`config.mk`:
```
export PLATFORM = sky130hd
export DESIGN_NAME = aes_job_sched
export DESIGN_NICKNAME = d
export VERILOG_FILES = /design/src/rtl/aes_sched_pkg.sv /design/src/rtl/rr_arbiter.sv /design/src/rtl/aes_job_sched.sv
export SDC_FILE = /design/constraint.sdc
export NUM_CORES = 1
export LEC_CHECK = 0
export ABC_AREA = 1
export CORE_AREA = 2 2 405 407
export CTS_CLUSTER_SIZE = 8
export DETAILED_ROUTE_END_ITERATION = 6
export DIE_AREA = 0 0 407 409
export GPL_TIMING_DRIVEN = 1
export PLACE_DENSITY = 0.45
export SYNTH_ARGS = -nofsm -noshare
export SYNTH_HDL_FRONTEND = slang
export SYNTH_HIERARCHICAL = 1
export SYNTH_SLANG_ARGS = --single-unit
```
`constraint.sdc`:
```
create_clock -name wb_clk_i -period 2.59 [get_ports wb_clk_i]
set_input_delay 0.777 -clock wb_clk_i [delete_from_list [all_inputs] [get_ports wb_clk_i]]
set_output_delay 0.777 -clock wb_clk_i [all_outputs]
set_load 0.02 [all_outputs]
```
`src/rtl/aes_sched_pkg.sv`:
```
// Shared types and constants for the AES job scheduler.
// Latency: n/a (declarations only).
// Backpressure: n/a.
package aes_sched_pkg;

  localparam int AES_W = 128;

  typedef enum logic [2:0] {
    ST_IDLE,
    ST_KLOAD,
    ST_KWAIT,
    ST_TLOAD,
    ST_BUSY,
    ST_RESP
  } state_t;

  // Width of the shared wait/timeout counter. It must hold the larger limit
  // without wrapping, and it is never narrower than one bit.
  function automatic int cnt_width(input int key_wait, input int timeout);
    int m;
    m = (key_wait > timeout) ? key_wait : timeout;
    return (m < 1) ? 1 : $clog2(m + 1);
  endfunction

endpackage

```
`src/rtl/rr_arbiter.sv`:
```
// Round-robin arbiter: grants the first requester after i_last, wrapping around.
// Latency: purely combinational, zero cycles.
// Backpressure: none; the caller decides when a grant is consumed.
//
// Ports:
//   i_req  [N]          request vector
//   i_last [log2 N]     index of the previous winner (lowest priority)
//   o_gnt  [N]          one-hot grant, zero when no request
//   o_idx  [log2 N]     index of the granted requester
//   o_any               at least one request present
module rr_arbiter #(
  parameter int N = 2
) (
  input  logic [N-1:0]         i_req,
  input  logic [$clog2(N)-1:0] i_last,
  output logic [N-1:0]         o_gnt,
  output logic [$clog2(N)-1:0] o_idx,
  output logic                 o_any
);

  localparam int IW = $clog2(N);

  int w_best;

  // Priority distance of requester j is (j - last - 1) mod N; the smallest
  // distance among active requesters wins, so i_last itself comes last.
  always_comb begin
    w_best = N;
    o_idx  = '0;
    o_any  = 1'b0;
    for (int j = 0; j < N; j++) begin
      if (i_req[j] && (((j + N - 1 - int'(i_last)) % N) < w_best)) begin
        w_best = (j + N - 1 - int'(i_last)) % N;
        o_idx  = IW'(j);
        o_any  = 1'b1;
      end
    end
  end

  assign o_gnt = o_any ? (N'(1) << o_idx) : '0;

endmodule

```
`src/rtl/aes_job_sched.sv`:
```
// Shares one AES core between NREQ requesters: round-robin accept, kld/ld sequencing, done/timeout, response return.
// Latency: miss accept T -> kld T+1, ld T+2+KEY_WAIT; hit accept T -> ld T+1; done D -> rsp_valid D+1.
// Backpressure: one job in flight; no new accept until the owner takes the response with rsp_ready_i.
//
// Ports:
//   wb_clk_i, wb_rst_i                     clock, synchronous active-high reset
//   req_valid_i/req_ready_o/req_key_i/req_text_i/req_mode_i   per-requester job inputs, one-hot accept
//   rsp_valid_o/rsp_ready_i/rsp_data_o/rsp_err_o              one-hot result return, shared data bus
//   aes_kld_o/aes_ld_o/aes_key_o/aes_text_o/aes_mode_o        strobes and latched operands to the core
//   aes_done_i/aes_text_i                  core completion and result
//   busy_o, owner_o                        job in progress, current owner index
module aes_job_sched
  import aes_sched_pkg::*;
#(
  parameter int NREQ     = 2,
  parameter int KEY_WAIT = 12,
  parameter int TIMEOUT  = 64
) (
  input  logic                    wb_clk_i,
  input  logic                    wb_rst_i,
  input  logic [NREQ-1:0]         req_valid_i,
  output logic [NREQ-1:0]         req_ready_o,
  input  logic [NREQ*AES_W-1:0]   req_key_i,
  input  logic [NREQ*AES_W-1:0]   req_text_i,
  input  logic [NREQ-1:0]         req_mode_i,
  output logic [NREQ-1:0]         rsp_valid_o,
  input  logic [NREQ-1:0]         rsp_ready_i,
  output logic [AES_W-1:0]        rsp_data_o,
  output logic                    rsp_err_o,
  output logic                    aes_kld_o,
  output logic                    aes_ld_o,
  output logic [AES_W-1:0]        aes_key_o,
  output logic [AES_W-1:0]        aes_text_o,
  output logic                    aes_mode_o,
  input  logic                    aes_done_i,
  input  logic [AES_W-1:0]        aes_text_i,
  output logic                    busy_o,
  output logic [$clog2(NREQ)-1:0] owner_o
);

  localparam int OW = $clog2(NREQ);
  localparam int SW = $clog2(NREQ * AES_W);
  localparam int CW = cnt_width(KEY_WAIT, TIMEOUT);
  localparam logic [CW-1:0] KW_LAST = CW'((KEY_WAIT > 0) ? KEY_WAIT - 1 : 0);
  localparam logic [CW-1:0] TO_CNT  = CW'(TIMEOUT);

  state_t            r_state, w_next;
  logic [OW-1:0]     r_last, r_owner;
  logic [AES_W-1:0]  r_key, r_text, r_rsp_data, r_cache_key;
  logic              r_mode, r_rsp_err, r_cache_vld, r_cache_mode;
  logic [CW-1:0]     r_cnt;

  logic [NREQ-1:0]   w_gnt, w_own_oh;
  logic [OW-1:0]     w_gnt_idx;
  logic              w_any, w_accept, w_hit, w_timeout, w_sel_mode;
  logic [SW-1:0]     w_sel_base;
  logic [AES_W-1:0]  w_sel_key, w_sel_text;

  rr_arbiter #(.N(NREQ)) u_arb (
    .i_req  (req_valid_i),
    .i_last (r_last),
    .o_gnt  (w_gnt),
    .o_idx  (w_gnt_idx),
    .o_any  (w_any)
  );

  assign w_sel_base = {w_gnt_idx, {$clog2(AES_W){1'b0}}};
  assign w_sel_key  = req_key_i[w_sel_base +: AES_W];
  assign w_sel_text = req_text_i[w_sel_base +: AES_W];
  assign w_sel_mode = req_mode_i[w_gnt_idx];

  // A cached key is only reusable for the same direction: the core expands
  // the schedule differently for decrypt.
  assign w_hit     = r_cache_vld && (r_cache_key == w_sel_key) && (r_cache_mode == w_sel_mode);
  assign w_accept  = (r_state == ST_IDLE) && w_any;
  assign w_timeout = (r_cnt >= TO_CNT);
  assign w_own_oh  = NREQ'(1) << r_owner;

  always_comb begin
    w_next      = r_state;
    req_ready_o = '0;
    rsp_valid_o = '0;
    aes_kld_o   = 1'b0;
    aes_ld_o    = 1'b0;
    case (r_state)
      ST_IDLE: begin
        if (w_any) begin
          req_ready_o = w_gnt;
          w_next      = w_hit ? ST_TLOAD : ST_KLOAD;
        end
      end
      ST_KLOAD: begin
        aes_kld_o = 1'b1;
        w_next    = (KEY_WAIT == 0) ? ST_TLOAD : ST_KWAIT;
      end
      ST_KWAIT: if (r_cnt >= KW_LAST) w_next = ST_TLOAD;
      ST_TLOAD: begin
        aes_ld_o = 1'b1;
        w_next   = ST_BUSY;
      end
      ST_BUSY:  if (aes_done_i || w_timeout) w_next = ST_RESP;
      ST_RESP: begin
        rsp_valid_o = w_own_oh;
        if (rsp_ready_i[r_owner]) w_next = ST_IDLE;
      end
      default:  w_next = ST_IDLE;
    endcase
    // Reset aborts at once: nothing leaves the block during the reset cycle.
    if (wb_rst_i) begin
      req_ready_o = '0;
      rsp_valid_o = '0;
      aes_kld_o   = 1'b0;
      aes_ld_o    = 1'b0;
    end
  end

  always_ff @(posedge wb_clk_i) begin
    if (wb_rst_i) begin
      r_state      <= ST_IDLE;
      r_last       <= OW'(NREQ - 1);
      r_owner      <= '0;
      r_key        <= '0;
      r_text       <= '0;
      r_mode       <= 1'b0;
      r_rsp_data   <= '0;
      r_rsp_err    <= 1'b0;
      r_cache_vld  <= 1'b0;
      r_cache_key  <= '0;
      r_cache_mode <= 1'b0;
      r_cnt        <= '0;
    end else begin
      r_state <= w_next;
      if (w_accept) begin
        r_key   <= w_sel_key;
        r_text  <= w_sel_text;
        r_mode  <= w_sel_mode;
        r_owner <= w_gnt_idx;
      end
      case (r_state)
        ST_KLOAD: begin
          r_cache_key  <= r_key;
          r_cache_mode <= r_mode;
          r_cache_vld  <= 1'b1;
          r_cnt        <= '0;
        end
        ST_TLOAD:          r_cnt <= '0;
        ST_KWAIT, ST_BUSY: if (r_cnt != '1) r_cnt <= r_cnt + 1'b1;
        default: ;
      endcase
      if (r_state == ST_BUSY) begin
        if (aes_done_i) begin
          r_rsp_data <= aes_text_i;
          r_rsp_err  <= 1'b0;
        end else if (w_timeout) begin
          // The core state is unknown after a hang, so the loaded key is not trusted.
          r_rsp_data  <= '0;
          r_rsp_err   <= 1'b1;
          r_cache_vld <= 1'b0;
        end
      end
      if ((r_state == ST_RESP) && rsp_ready_i[r_owner]) r_last <= r_owner;
    end
  end

  assign rsp_data_o = r_rsp_data;
  assign rsp_err_o  = r_rsp_err;
  assign aes_key_o  = r_key;
  assign aes_text_o = r_text;
  assign aes_mode_o = r_mode;
  assign busy_o     = (r_state != ST_IDLE);
  assign owner_o    = r_owner;

endmodule

```
==> results of run 1 <==
## through the flow
step	cell area (um2)	cells	utilization (%)	TNS [ns]	hold WS, ns
4_1_cts	40250	6853	24.84	-1.322	0.4568
6_report	40930	6884	25.26	-0.3578	0.4540
3_3_place_gp	37910	6740	23.39	-97.11	0.4477
3_5_place_dp	37910	6740	23.39	-102.81	0.4509
5_1_grt	40920	6881	25.25	-1.327	0.4684
2_1_floorplan	23420	3493	-	-0.03630	0.4355
## routing by layer
| layer | vias up | track usage, % | wire length [um] |
|---|---|---|---|
| li1 | 13650 | - | - |
| met1 | 13070 | 19.15 | 58660 |
| met2 | 951 | 29.91 | 73720 |
| met3 | 198 | 7.128 | 14810 |
| met4 | 44 | 4.355 | 3761 |
| met5 | - | 0 | 293 |
## layout make-up
class	count	share of cell area, %
antenna	8	0.04891
clock buffer	92	4.998
clock inverter	12	0.5289
inverter	194	1.874
multi-input combinational	2528	27.75
sequential	528	25.84
tap	2175	6.649
timing repair buffer	1347	32.30
## worst max-delay path, delay by kind of cell (launching register included)
family	cells	cell delay [ns]
buf+inv	4	0.46
flops	1	0.36
simple gates	4	0.47
## worst paths after layout
check | to | from
worst max-delay path | req_ready_o[1] | r_state[1]
worst min-delay path | rsp_data_o[70] | rsp_data_o[70]
worst max register to register | r_state[1] | r_last
worst min register to register | rsp_data_o[70] | rsp_data_o[70]
## sequential cells by signal, summed over array words and instances, names as in the netlist
| signal | cells |
|---|---|
| aes_key_o | 128 |
| aes_text_o | 128 |
| r_cache_key | 128 |
| rsp_data_o | 128 |
| r_cnt | 7 |
| r_state | 3 |
| aes_mode_o | 1 |
| owner_o | 1 |
| r_cache_mode | 1 |
| r_cache_vld | 1 |
| r_last | 1 |
| rsp_err_o | 1 |
## timing repair
action,in CTS,in global routing
setup endpoints to repair,141,17
hold buffers,0,0
gates resized for setup,136,98
pin swaps,5,42
gates cloned,0,9
buffers inserted,9,16
## cells in the final DEF, fill, tap and decap left out, types with 3 or more instances in the layout
master                            count
sky130_fd_sc_hd__diode_2              8
sky130_fd_sc_hd__o211ai_1            10
sky130_fd_sc_hd__nand4_1             13
sky130_fd_sc_hd__clkbuf_1            11
sky130_fd_sc_hd__a21oi_1            654
sky130_fd_sc_hd__nor2_2              14
sky130_fd_sc_hd__nand2_4              4
sky130_fd_sc_hd__clkinv_16            3
sky130_fd_sc_hd__nor2_4               7
sky130_fd_sc_hd__o21ai_1              5
sky130_fd_sc_hd__nand3_2              3
sky130_fd_sc_hd__dlymetal6s2s_1       8
sky130_fd_sc_hd__nand2_2             30
sky130_fd_sc_hd__nand2_1           1175
sky130_fd_sc_hd__nand3_1            206
sky130_fd_sc_hd__buf_6               14
sky130_fd_sc_hd__buf_4              270
sky130_fd_sc_hd__clkdlybuf4s50_1    918
sky130_fd_sc_hd__clkbuf_16           88
sky130_fd_sc_hd__clkinv_2             3
sky130_fd_sc_hd__dfxtp_1            525
sky130_fd_sc_hd__o21ai_0            166
sky130_fd_sc_hd__xor2_1              25
sky130_fd_sc_hd__dlygate4sd2_1       93
sky130_fd_sc_hd__inv_1              188
sky130_fd_sc_hd__buf_12              27
sky130_fd_sc_hd__buf_16               5
sky130_fd_sc_hd__nor2_1             193
## power by group
part | leakage (uW) | switching, uW | internal (uW)
Clock | 0.00110 | 4280 | 5770
Sequential | 0.00432 | 1220 | 10300
Combinational | 0.0111 | 9750 | 6140
Total | 0.0165 | 15300 | 22200
## cells by family after synthesis
kind of cell	count (synthesis)	synth area share, %
simple gates	1657	27.92
compound gates	844	18.22
flops	528	45.15
buf+inv	437	7.674
xor+xnor	25	0.9352
fa+ha+maj	2	0.1069
==> metrics list, run 1 <==
- Most frequently used cell type in the post-synthesis netlist: sky130_fd_sc_hd__nand2_1
- Startpoint Class: flop
- Between clock sinks in the finished design, the worst skew comes to 0.05083 ns.
- Routability-driven placement finished with a final weighted congestion of 0.8618.
- Share of the synthesized area in the top cell type: 45.15%
- Once detailed placement completed, the half-perimeter wirelength came to ~120,000 um.
* Biggest area contributors in the synthesized netlist: sky130_fd_sc_hd__dfxtp_1 (45%), sky130_fd_sc_hd__nand2_1 (19%), sky130_fd_sc_hd__a21oi_1 (14%)
- The worst register-to-register path has a depth of 20.
- Area of combinational cells with multiple inputs: 11,360 um2
- Routed WL per cell: roughly 22 um
- The final max-slew violation count was 0.
- The number of global-route vias before repair is 27,690.
* Hold-critical path depth: 2
- Die span in x: roughly 410 um
* Area Growth Syn to Fin: 74.81%
- Transition at the pin with the smallest max-transition slack: 1.015 ns
- Dividing the final minimum period by the clock period gives 105.4%.
- The routed design has 151,200 um of wire.
* Clock-pin slew on the worst setup and hold paths: roughly 0.05 ns
- After floorplanning, the core was sized to cover 162,000 um2.
- Synth Register Bits: 528
* Data arrival time at the worst-slack endpoint: 1.95 ns
- At the placement stage, the worst setup path has a slack of -1.435 ns.
* P per Cell Area: 914.5 nW/um2
- Library cells used by synthesis: 27
* Category of the critical setup timing path: reg -> out
* Quantity of I/O buffers inserted on ports: 1,042
- Global routing used 17.18% of the available tracks.
- The run finished, with violations left.
* Share of flip-flops with an asynchronous set or reset after synthesis: 0%
- Counting I/O delays and the setup requirement, the final critical path takes between 2 and 3 ns.
- Final total power: 37,430 uW
- Vertical extent of the die: 409 um
- Counting every net in the synthesized netlist gives 4,144.
* Most numerous cell types in the synthesized netlist: sky130_fd_sc_hd__nand2_1 (1,211), sky130_fd_sc_hd__a21oi_1 (657), sky130_fd_sc_hd__dfxtp_1 (528), sky130_fd_sc_hd__nor2_1 (214), sky130_fd_sc_hd__nand3_1 (210)
- The tightest min-delay check is of the reg -> reg type.
- The number of failing hold endpoints at the final stage is 0.
- CTS root buf: sky130_fd_sc_hd__clkbuf_16
- Register area share after synthesis: 45.15%
- Once the floorplan was initialized, standard cells occupied around 14% of the core.
- Largest driver fanout on the critical path: 4
- Across all layers, the routed design uses 27,910 vias.
- Crit-path max cell delay: 0.36 ns
- Required time at the endpoint of the critical path: 1.81 ns
* Nature of the critical path endpoint: output pin
* Syn Area/Cell: 6.703 um2
- sky130_fd_sc_hd__dfxtp_1 takes more of the synthesized area than any other cell.
- DR iter-0 viols: between 1,500 and 2,000
- Clock buffer count from CTS: 79
* Number of antenna violations at the first check in global routing: 38
- Maximum clock path buffer count: 3
* Total die area: 166,500 um2
- The first global-routing pass estimated slightly above 200,000 um of wire.
- In the routed design, unresolved DRC markers number 0.
- Clock latency on the worst-skew pair, taken at its later pin, is 0.70 ns.
* Fill cell instance count of the final layout: 18,060
- Largest net degree at the start of global routing: 189
* Antenna violation net count after detailed routing: 0
- Setup repair after global routing missed its margin: yes
- Critical Path, Cell by Cell: buf_6 -> nor2_4 -> nand2_4 -> inv_8 -> nand2_8 -> nor3b_4 -> buf_4 -> buf_12
* Setup slack of the most critical reg-to-reg path: -0.01 ns
* Worst-case headroom to the max-slew limit: 32.32%
* I/O Pins: 1,043
- Based on the critical path, the design can be clocked at up to 366.4 MHz.
- Length of the first detailed-routing pass in iterations: 5
* Leakage dissipation: 0.01653 uW
* TritonCTS clock tree: done
* Setup-failing EPs final: 5
- Total congestion overflow: 0
* Fraction of final layout cells sized beyond drive strength 1: 10.59%
* Cell area after synthesis: 23,410 um2
* # nets final: between 5,000 and 6,000
- Synthesis handed over a netlist of approximately 3,500 instances.
* Placement row count: 148
* Worst-case vdd ir drop: 0.9946 mV
- The synthesized design contains 0 enable-type register cells.
* Number of sinks driven by the clock tree: 528
* Number of violations of the max-capacitance limit: 0
- Count of yosys warnings during synthesis: 6
- Most used flip-flop cell after synthesis: sky130_fd_sc_hd__dfxtp_1
- Area used by sequential logic in the layout: 10,580 um2
* H-tree lvl count: 3
- Vias per inst: 4.055
- The final reports fail on setup timing.
- The slowest stage of the critical path belongs to the cell sky130_fd_sc_hd__dfxtp_4.
- Final worst slack: -0.1393 ns
Power figures use the tool's default switching activity.
==> run 2: changes to the inputs <==
Settings changed: ABC_CLOCK_PERIOD_IN_PS set to 2590.
==> results of run 2 <==
Final layout, timing and power as in run 1 (identical DEF).
==> run 3: changes to the inputs <==
Settings changed: CTS_CLUSTER_DIAMETER set to 120, GPL_ROUTABILITY_DRIVEN set to 1, REMOVE_ABC_BUFFERS set to 1.
==> metrics list, run 3 (synthesized netlist as in run 1, its figures left out) <==
* Status: finished with violations
- The final reports fail on setup timing.
- Placement row count: 148 (unchanged)
- The tightest min-delay check is of the in -> reg type.
* Die span in x: 407 um (unchanged)
- The remaining global-route overflow is 0 (unchanged).
- The initial antenna violation count was 44 (+16%).
* Initial standard-cell utilization of the core: 14.45% (unchanged)
* Number of global-route vias before repair: 26,980 (-2.5%)
* Clock period minus final worst setup slack: 2.760 ns (+0.03054 ns)
* Worst setup slack before clock tree synthesis: -1.608 ns (-0.1730 ns)
- Leading cell type in the layout, fill and taps excluded: sky130_fd_sc_hd__nand2_1
* Length of the first detailed-routing pass in iterations: 5 (unchanged)
- The top-level I/O count is 1,043 (unchanged).
* Transition at the pin with the smallest max-transition slack: 1.053 ns (+0.03772 ns)
- Largest net degree at the start of global routing: 166 (-12%)
- From synthesis to final layout, the design area changed by 76.24%.
* Leakage dissipation: 0.01630 uW (-1.4%)
* Clock buffer count from CTS: 79 (unchanged)
- # nets final: 5,333 (+0.075%)
* P per Cell Area: 905.4 nW/um2 (-1.0%)
- The signal arrival time at the worst endpoint was 1.98 ns (+0.03 ns).
* WP buf/inv: 4 (unchanged)
- The combinational share of power came to 42.1% (-0.4 points).
- In the layout the commonest cells are sky130_fd_sc_hd__nand2_1 (1,158), sky130_fd_sc_hd__clkdlybuf4s50_1 (980), sky130_fd_sc_hd__a21oi_1 (653).
* Number of violations of the max-capacitance limit: 0 (unchanged)
* First-pass GRT wire length: 201,400 um (-1.5%)
- Clock network fraction of design power: 27.0% (about the same)
* Routed WL per cell: 21.40 um (-2.6%)
* Sw Ratio: 40.01% (-0.74 points)
- The setup slack after layout came to -0.1698 ns (-0.03054 ns).
- Setup TNS after final layout: -0.4957 ns (-0.1379 ns)
* Top cell family by delay on the critical path: simple AND/OR/NAND/NOR gates
- The clock skew was 0.03332 ns (-0.01751 ns).
- Walking the worst path, the cells encountered are inv_4 -> nor2_4 -> inv_2 -> or2_4 -> nor2_4 -> buf_6 -> buf_6.
- Category of the critical setup timing path: reg -> out
* Worst-case headroom to the max-slew limit: 29.81% (-2.5 points)
- Count of pins over their slew limit: 0 (unchanged)
* Quantity of I/O buffers inserted on ports: 1,042 (unchanged)
- The biggest cell delay along the critical path was 0.36 ns (about the same).
- Number of hold-repair buffers added at the cts stage: 0 (unchanged)
- The die height was 409 um (unchanged).
- Antenna violation net count after detailed routing: 0 (unchanged)
- The maximum frequency from static timing analysis was 362.3 MHz (-1.1%).
- Maximum clock path buffer count: 3 (unchanged)
* Startpoint Class: flop
- DR iter-0 viols: 1,834 (-2.4%)
- The number of filler cells placed in the layout was 17,980 (-0.46%).
- The vias after detailed routing was 27,890 (-0.082%).
- Final Routed Wirelength: 147,500 um (-2.5%)
- CP max stage cell: sky130_fd_sc_hd__dfxtp_2
- Number of sinks driven by the clock tree: 528 (unchanged)
- H-tree lvl count: 3 (unchanged)
* Largest driver fanout on the critical path: 3 (-1)
- The core area is 162,000 um2 (unchanged).
- The number of failing hold endpoints at the final stage was 0 (unchanged).
* Net switching power: 14,950 uW (-2.0%)
* Final RePlAce weighted congestion: 0.9225 (+7.0%)
- Vias per inst: 4.048 (-0.15%)
- Nature of the critical path endpoint: output pin
- Final period util: 106.6% (+1.2 points)
- Setup repair after global routing missed its margin: yes
- The overall global routing resource usage came to 16.89% (-0.29 points).
* Insertion delay to the later sink of the worst-skew pair: 0.68 ns (-0.02 ns)
* Total die area: 166,500 um2 (unchanged)
- The estimated wirelength of the detail-placed design was 112,500 um (-3.5%).
* CTS root buf: sky130_fd_sc_hd__clkbuf_16
- Number of remaining DRC errors: 0 (unchanged)
- TritonCTS clock tree: done
- Flop pwr share: 30.9% (+0.2 points)
- The required arrival time at the worst endpoint was 1.81 ns (about the same).
- Clock-pin slew on the worst setup and hold paths: 0.05 ns (about the same)
- Area used by sequential logic in the layout: 10,580 um2 (about the same)
- The multi-input combinational cell area came to 11,560 um2 (+1.8%).
- Fraction of final layout cells sized beyond drive strength 1: 11.22% (+0.63 points)
- The peak supply drop was 1.030 mV (+3.6%).
- The total setup violations reported at the end of the flow was 6 (+1).
- The internal power contribution came to 22,410 uW (+1.1%).
-- run 3: cell count changes in the layout (fill, tap and decap cells not counted), sizes merged --
| cell | previous run | this run |
|---|---|---|
| clkinvlp | 0 | 1 |
| clkbuf | 102 | 86 |
| clkdlybuf4s15 | 1 | 2 |
| dlygate4sd2 | 93 | 49 |
| bufbuf | 0 | 2 |
| bufinv | 2 | 3 |
| diode | 8 | 17 |
| clkdlybuf4s50 | 918 | 980 |
| inv | 196 | 192 |
| dlymetal6s2s | 8 | 1 |
-- run 3: worst register-to-register path, cell delays in order (launching register included) --
cell and delay [ns]:
sky130_fd_sc_hd__dfxtp_2 0.35, sky130_fd_sc_hd__a21oi_4 0.07, sky130_fd_sc_hd__buf_12 0.16, sky130_fd_sc_hd__buf_12 0.14, sky130_fd_sc_hd__buf_16 0.16, sky130_fd_sc_hd__buf_12 0.14, sky130_fd_sc_hd__buf_8 0.13, sky130_fd_sc_hd__nand2_4 0.06
sky130_fd_sc_hd__buf_4 0.10, sky130_fd_sc_hd__nand3_1 0.10, sky130_fd_sc_hd__a21oi_2 0.19, sky130_fd_sc_hd__buf_6 0.14, sky130_fd_sc_hd__nand2_1 0.07, sky130_fd_sc_hd__nor2_2 0.12, sky130_fd_sc_hd__nand3_2 0.10, sky130_fd_sc_hd__nor2_4 0.17
sky130_fd_sc_hd__nand3_2 0.08, sky130_fd_sc_hd__nand2_1 0.06, sky130_fd_sc_hd__nand2_1 0.06, sky130_fd_sc_hd__a21oi_2 0.11
-- run 3: final cells by class --
class | instances | share of cell area (%)
antenna | 17 | 0.1031
clock buffer | 86 | 5.034
clock inverter | 10 | 0.4639
inverter | 194 | 1.868
multi-input combinational | 2528 | 28.01
sequential | 528 | 25.64
tap | 2175 | 6.595
timing repair buffer | 1351 | 32.29
-- run 3: final timing paths --
check | from | to | slack [ns] | cells after the start
setup / recovery | r_state[0] | aes_kld_o | -0.17 | 7
hold / removal | wb_rst_i | aes_key_o[32] | 0.43 | 3
setup reg to reg | r_last | r_state[1] | 0.01 | 19
hold reg to reg | rsp_err_o | rsp_err_o | 0.46 | 2
-- run 3: timing repair --
item	in CTS	in global routing
endpoints found under the setup margin	57	11
gates cloned	3	0
resized for setup	212	61
setup buffers	43	8
endpoints found under the hold margin	0	0
pin swaps	47	38
-- run 3: metal layers --
layer	part of all wire, %	global-route usage, %	vias to the layer above
li1	-	-	13660
met1	41	20.60	13060
met2	48	28.52	971
met3	8.3	4.816	189
met4	2.3	5.083	16
met5	0.072	0	-
-- run 3: through the flow --
stage / total power (uW) / hold slack (ns) / cell area (um2) / cells / util (%)
final: 37360 / 0.4305 / 41260 / 6889 / 25.47
after global routing: 39590 / 0.4085 / 41240 / 6879 / 25.45
after CTS: 37770 / 0.3349 / 40970 / 6866 / 25.28
after detailed placement: 27010 / 0.4530 / 37830 / 6726 / 23.35
after global placement: 26960 / 0.4482 / 37830 / 6726 / 23.35
after floorplan: 16850 / 0.4374 / 22350 / 3250 / -
-- run 3: power by group through the flow --
stage          clock network [uW]  logic (uW)  registers, uW
6_report                    10100       15700          11500
5_1_grt                     10700       17100          11700
4_1_cts                     10500       15800          11500
3_5_place_dp                    0       15400          11600
3_3_place_gp                    0       15400          11600
2_1_floorplan                   0        5050          11800
